$ cat src/rtl/countdown_display.sv
// Converts each new count_in value to BCD with a serial double-dabble FSM, flags zero/wrap
// events, and drives a time-multiplexed two-digit seven-segment display.
module countdown_display #(
    parameter int WIDTH          = 5,
    parameter int REFRESH_DIV    = 4,
    parameter bit SEG_ACTIVE_LOW = 1'b0
) (
    input  logic             clk,
    input  logic             reset,
    input  logic [WIDTH-1:0] count_in,
    output logic [3:0]       tens,
    output logic [3:0]       ones,
    output logic             busy,
    output logic             zero_pulse,
    output logic             wrap_pulse,
    output logic [6:0]       seg,
    output logic [1:0]       digit_en
);

    localparam int ITER_W = (WIDTH > 1) ? $clog2(WIDTH) : 1;
    localparam int REF_W  = (REFRESH_DIV > 1) ? $clog2(REFRESH_DIV) : 1;
    localparam logic [WIDTH-1:0] MAX_COUNT = '1;

    typedef enum logic [1:0] {IDLE, SHIFT, DONE} state_t;

    state_t             r_state;
    state_t             w_next_state;
    logic [WIDTH-1:0]   r_last_count;
    logic [WIDTH-1:0]   r_bin;
    logic [7:0]         r_bcd;
    logic [ITER_W-1:0]  r_iter;
    logic               r_sat;
    logic [3:0]         r_tens;
    logic [3:0]         r_ones;
    logic               r_zero_pulse;
    logic               r_wrap_pulse;
    logic [REF_W-1:0]   r_refresh;
    logic               r_digit_sel;

    logic               w_capture;
    logic               w_last_iter;
    logic               w_over;
    logic [7:0]         w_bcd_adj;
    logic [WIDTH+7:0]   w_shift;
    logic [3:0]         w_digit;
    logic [6:0]         w_seg;
    logic [1:0]         w_digit_en;

    // Values above 31 only exist for wider counters; they saturate to "31".
    if (WIDTH > 5) begin : g_sat
        assign w_over = |count_in[WIDTH-1:5];
    end else begin : g_nosat
        assign w_over = 1'b0;
    end

    assign w_capture   = (r_state == IDLE) && (count_in != r_last_count);
    assign w_last_iter = (r_iter == ITER_W'(WIDTH - 1));

    always_ff @(posedge clk or negedge reset) begin
        // NOTE: sequential state uses non-blocking assignments so every register samples pre-edge values.
        if (!reset) r_state <= IDLE;
        else        r_state <= w_next_state;
    end

    always_comb begin
        // NOTE: default first so no path through the case leaves w_next_state unassigned (no latch).
        w_next_state = r_state;
        case (r_state)
            IDLE:    if (w_capture) w_next_state = SHIFT;
            SHIFT:   if (w_last_iter) w_next_state = DONE;
            DONE:    w_next_state = IDLE;
            default: w_next_state = IDLE;
        endcase
    end

    always_comb begin
        w_bcd_adj[3:0] = (r_bcd[3:0] >= 4'd5) ? r_bcd[3:0] + 4'd3 : r_bcd[3:0];
        w_bcd_adj[7:4] = (r_bcd[7:4] >= 4'd5) ? r_bcd[7:4] + 4'd3 : r_bcd[7:4];
        w_shift        = {w_bcd_adj, r_bin} << 1;
    end

    // NOTE: the scratch registers are small flops, not RAM, so they are reset along with the rest.
    always_ff @(posedge clk or negedge reset) begin
        if (!reset) begin
            r_last_count <= '0;
            r_bin        <= '0;
            r_bcd        <= '0;
            r_iter       <= '0;
            r_sat        <= 1'b0;
            r_tens       <= '0;
            r_ones       <= '0;
            r_zero_pulse <= 1'b0;
            r_wrap_pulse <= 1'b0;
        end else begin
            r_zero_pulse <= w_capture && (count_in == '0);
            r_wrap_pulse <= w_capture && (count_in == MAX_COUNT) && (r_last_count == '0);
            if (w_capture) begin
                r_last_count <= count_in;
                r_bin        <= count_in;
                r_bcd        <= '0;
                r_iter       <= '0;
                r_sat        <= w_over;
            end else if (r_state == SHIFT) begin
                r_bcd  <= w_shift[WIDTH+7:WIDTH];
                r_bin  <= w_shift[WIDTH-1:0];
                r_iter <= r_iter + ITER_W'(1);
            end else if (r_state == DONE) begin
                r_tens <= r_sat ? 4'd3 : r_bcd[7:4];
                r_ones <= r_sat ? 4'd1 : r_bcd[3:0];
            end
        end
    end

    // Display refresh runs freely, independent of the conversion FSM.
    always_ff @(posedge clk or negedge reset) begin
        if (!reset) begin
            r_refresh   <= '0;
            r_digit_sel <= 1'b0;
        end else if (r_refresh == REF_W'(REFRESH_DIV - 1)) begin
            r_refresh   <= '0;
            r_digit_sel <= ~r_digit_sel;
        end else begin
            r_refresh <= r_refresh + REF_W'(1);
        end
    end

    always_comb begin
        w_digit    = r_digit_sel ? r_tens : r_ones;
        w_digit_en = r_digit_sel ? 2'b10 : 2'b01;
        case (w_digit)
            4'd0:    w_seg = 7'b0111111;
            4'd1:    w_seg = 7'b0000110;
            4'd2:    w_seg = 7'b1011011;
            4'd3:    w_seg = 7'b1001111;
            4'd4:    w_seg = 7'b1100110;
            4'd5:    w_seg = 7'b1101101;
            4'd6:    w_seg = 7'b1111101;
            4'd7:    w_seg = 7'b0000111;
            4'd8:    w_seg = 7'b1111111;
            4'd9:    w_seg = 7'b1101111;
            default: w_seg = 7'b0000000;
        endcase
    end

    assign tens       = r_tens;
    assign ones       = r_ones;
    assign busy       = (r_state != IDLE);
    assign zero_pulse = r_zero_pulse;
    assign wrap_pulse = r_wrap_pulse;
    assign seg        = w_seg ^ {7{SEG_ACTIVE_LOW}};
    assign digit_en   = w_digit_en ^ {2{SEG_ACTIVE_LOW}};

endmodule
$ cat config.mk
export PLATFORM = sky130hd
export DESIGN_NAME = countdown_display
export DESIGN_NICKNAME = d
export VERILOG_FILES = /design/src/rtl/countdown_display.sv
export SDC_FILE = /design/constraint.sdc
export NUM_CORES = 1
export LEC_CHECK = 0
export BUFFER_PORTS_ARGS = -buffer_cell sky130_fd_sc_hd__buf_2
export CAP_MARGIN = 20
export CORE_UTILIZATION = 40
export DETAILED_ROUTE_END_ITERATION = 8
export RECOVER_POWER = 100
export SETUP_SLACK_MARGIN = 0.15
export SYNTH_ARGS = -nofsm -noshare
export SYNTH_HDL_FRONTEND = slang
export SYNTH_SLANG_ARGS = --single-unit
export TNS_END_PERCENT = 50
$ cat constraint.sdc
create_clock -name clk -period 1.9 [get_ports clk]
set_clock_uncertainty 0.05 [all_clocks]
set_input_delay 0.095 -clock clk [delete_from_list [all_inputs] [get_ports clk]]
set_output_delay 0.095 -clock clk [all_outputs]
set_load 0.01 [all_outputs]
==> flow_metrics.tcl <==
set metrics [dict create \
    outcome "finished with violations" \
    failing_checks "setup timing" \
    internal-power_mw 2.49 \
    sequentialPowerShare_pct 32.1 \
    rsz0062_at_grt "yes" \
    yosysWarnings 0 \
    timing.critical_path.cells "mux2i_1 -> buf_4 -> inv_4 -> buf_4 -> ha_2 -> a22o_1 -> buf_2" \
    synthesized_instance_count 211 \
    dpl.hpwl_mm 2.90 \
    critical_path.most_common_cell "buf_4" \
    yosysMostFrequentCell "nand2_1" \
    post_route_hold_slack_ps 14.2 \
    post_drt_via_cell_ratio 4.88 \
    timing.critical_path.to_type "output pin" \
    maximum_number_of_pins_on_one_net_before_global_route_repair 37 \
    timing.final.crit_period_ps 1910 \
    detailroute.wirelength.met2_mm 1.85 \
    timing_max_transition_violations_final 0 \
    vias 1537 \
    starting_density_of_the_core_pct 42.1 \
    wire_per_inst_um 12.9 \
    timing.rr.start "r_last_count[1]" \
    sw_frac_of_total_pct 40.9 \
    clock_tree.root_cell "clkbuf_8" \
    yosys.area.top_type_share_pct 44.7 \
    min-delay-start "count_in[0]" \
    synth_edf_count 0 \
    number_of_global_route_vias_before_repair 1369 \
    drc 0 \
    power_mw 4.21 \
    areaGrowthSynthToFinish_pct 22.8 \
    postLayoutCellArea_mm2 0.00247 \
    met1_routed_length_mm 2.04 \
    vdd_ir_drop_max_v 0.000660 \
    synth_area_leader_cell "dfrtp_1" \
    relative_contribution_of_the_clock_network_to_total_power_pct 17.4 \
    regToRegEndpoint "r_bin[1]" \
    max-clock-path-buffers 2 \
    synth.avg_cell_area_um2 9.54 \
    drt_iter0_drc 89 \
    power.combinational.fraction_pct 50.6 \
    drive_above_1_share_pct 25.0 \
    critPathMaxFanout 5 \
    setup_ws_ps -8.45 \
    cp_data_arrival_time_ps 1760 \
    critical_path.max_stage_delay_ps 430 \
    synth_flop_cell "dfrtp_1" \
    grt_first_pass_wirelength_mm 6.72 \
    antenna-diode-count 0 \
    reg2reg_setup_slack_ps 320 \
    insertion_delay_ps 290 \
    clkTransAtPathRegs_ps 70 \
    tightestPinTransition_ps 866 \
    ratio_of_total_power_to_cell_area_mw_per_mm2 1700 \
    startpoint_type "flop" \
    synth_seq_area_share_pct 44.7 \
    clock-sinks 36 \
    met3WireLength_um 118 \
    drtAntennaViolNets 0 \
    grt.total_usage_pct 17.0 \
    finalCritPeriodShare_pct 100 \
    cts_htree_levels 2 \
    final_nets 267 \
    wirelength_mm 4.08 \
    ios 27 \
    number_of_nets_produced_by_synthesis 231 \
    synthArstFlopShare_pct 100 \
    synth_commonest_cells "38 x nand2_1, 36 x dfrtp_1, 15 x inv_1, 14 x o21ai_1, 13 x ha_1" \
    distinct_cells_synth 42 \
    rr_worst_depth 4 \
    fp.coreArea_mm2 0.00479 \
    die_height_um 72.9 \
    grt_antenna_before_repair 0 \
    fillerInstances 436 \
    hold_violations 0 \
    path_type_of_the_worst_setup_path "flop to output pin" \
    die_width_um 72.9 \
    drt_pre_antenna_iters 4 \
    cts_made_buffers 5 \
    worst_endpoint_required_time_ps 1750 \
    design.die.area_mm2 0.00532 \
    worst_hold_path.num_cells 3 \
    synth-seq-cells 36 \
    syn_std_cell_area_mm2 0.00201 \
    post_synth_main_area_contributors "dfrtp_1 45%, ha_1 8.1%, nand2_1 7.1%" \
    max-cap-violations 0 \
    holdPathEnd "r_last_count[0]" \
    routabilityCongestion 0.785 \
    port_buffers 26 \
    pre_cts_slack_ps 250 \
    timing.fmax_ghz 0.524 \
    placed_standard_cell_area_mm2 0.00224 \
    highest-signal-layer "met4" \
    worst_slew_margin_rel_pct 42.3 \
    switchingPower_mw 1.72 \
    global_route.overflow_total 0 \
    row_count 25 \
    critical-path-slowest-cell "dfrtp_2" \
    finalSetupViolations 1 \
    worstHoldPathType "primary input to flop" \
    cts_tree "yes" \
    static_leak_nw 1.15 \
]
[worst max path at each step]
stage,from,endpoint,slack [ps],depth (start not counted)
after global routing,r_digit_sel,seg[4],-90,7
after global placement,r_state[1],r_bcd[1],240,4
after CTS,r_digit_sel,seg[5],30,8
final,r_digit_sel,seg[4],-8,7
after floorplan,r_digit_sel,seg[5],190,7
after detailed placement,r_state[1],r_bin[1],250,4
[what timing repair did]
action,in CTS,in global routing
gates resized for setup,12,11
pin swaps,5,4
setup endpoints to repair,7,8
hold buffers,1,0
endpoints found under the hold margin,36,0
buffers inserted,1,2
[power groups by stage]
stage | combinational, mW | clock, mW | sequential (mW)
after global placement | 1.94 | 0 | 1.33
after global routing | 2.38 | 0.795 | 1.39
after detailed placement | 1.96 | 0 | 1.33
final | 2.13 | 0.731 | 1.35
after CTS | 2.04 | 0.755 | 1.34
after floorplan | 1.41 | 0 | 1.31
[metal layers]
metal  global-route usage, %  vias to the layer above
li1                        -                      794
met1                    24.0                      714
met2                    23.9                       23
met3                    4.97                        6
met4                    7.63                        0
met5                       0                        -
[worst max-delay path: cells and delay by family, from the launching register on]
kind | cells | cell delay [ps]
AOI/OAI and AO/OA | 1 | 190
adders and majority gates | 1 | 160
muxes | 1 | 200
buffers and inverters | 4 | 490
DFF | 1 | 430
[metrics by stage]
step                cells  util, %  setup TNS [ps]
floorplan             211        -               0
global placement      303     46.7               0
detailed placement    303     46.7               0
CTS                   313     50.7               0
global route          315     51.7            -329
finish                315     51.7           -8.45
[layout make-up]
cell class              count  area [µm²]  area share, %
clock buffers               7        96.3           3.90
clock inverters             1        30.0           1.21
well taps                  67        83.8           3.39
inverters                  17        66.3           2.68
repair buffers             38         216           8.76
flip-flops and latches     36         902           36.5
multi-input cells         149        1080           43.6
[cells by family (layout without fill, tap and decap cells)]
| group | Yosys count | count (layout) | synth area share (%) |
|---|---|---|---|
| XOR/XNOR | 10 | 10 | 4.35 |
| AO/OA/AOI/OAI | 40 | 40 | 14.0 |
| buffers and inverters | 26 | 63 | 5.72 |
| multiplexers | 9 | 9 | 4.60 |
| adder cells (fa/ha/maj) | 13 | 13 | 8.08 |
| flip-flops | 36 | 36 | 44.7 |
| AND/OR/NAND/NOR | 77 | 77 | 18.5 |
[sequential cells by signal (all words and copies together), names as in the netlist]
name and cells:
wrap_pulse 1, r_bin 5, r_iter 3, r_bcd 8
r_state 2, tens 4, zero_pulse 1, r_refresh 2
r_digit_sel 1, r_last_count 5, ones 4
[cells in the final DEF, fill, tap and decap left out, types with 3 or more instances in the layout]
master | synthesis | final
ha_2 | 0 | 3
a21oi_2 | 2 | 3
a21oi_1 | 4 | 3
xnor2_1 | 7 | 7
o21ai_1 | 14 | 13
a2111oi_2 | 3 | 3
o21ai_0 | 2 | 3
nand2b_1 | 4 | 4
inv_1 | 15 | 14
clkbuf_8 | 0 | 7
nand2_1 | 38 | 38
xor2_1 | 3 | 3
o32ai_1 | 4 | 4
ha_1 | 13 | 8
nor3_1 | 5 | 5
o22ai_1 | 3 | 3
nor2_1 | 12 | 9
nand3_1 | 4 | 4
buf_4 | 1 | 8
dfrtp_1 | 36 | 35
clkbuf_1 | 2 | 9
buf_2 | 5 | 17
mux2i_1 | 7 | 4
Power figures use the tool's default switching activity.
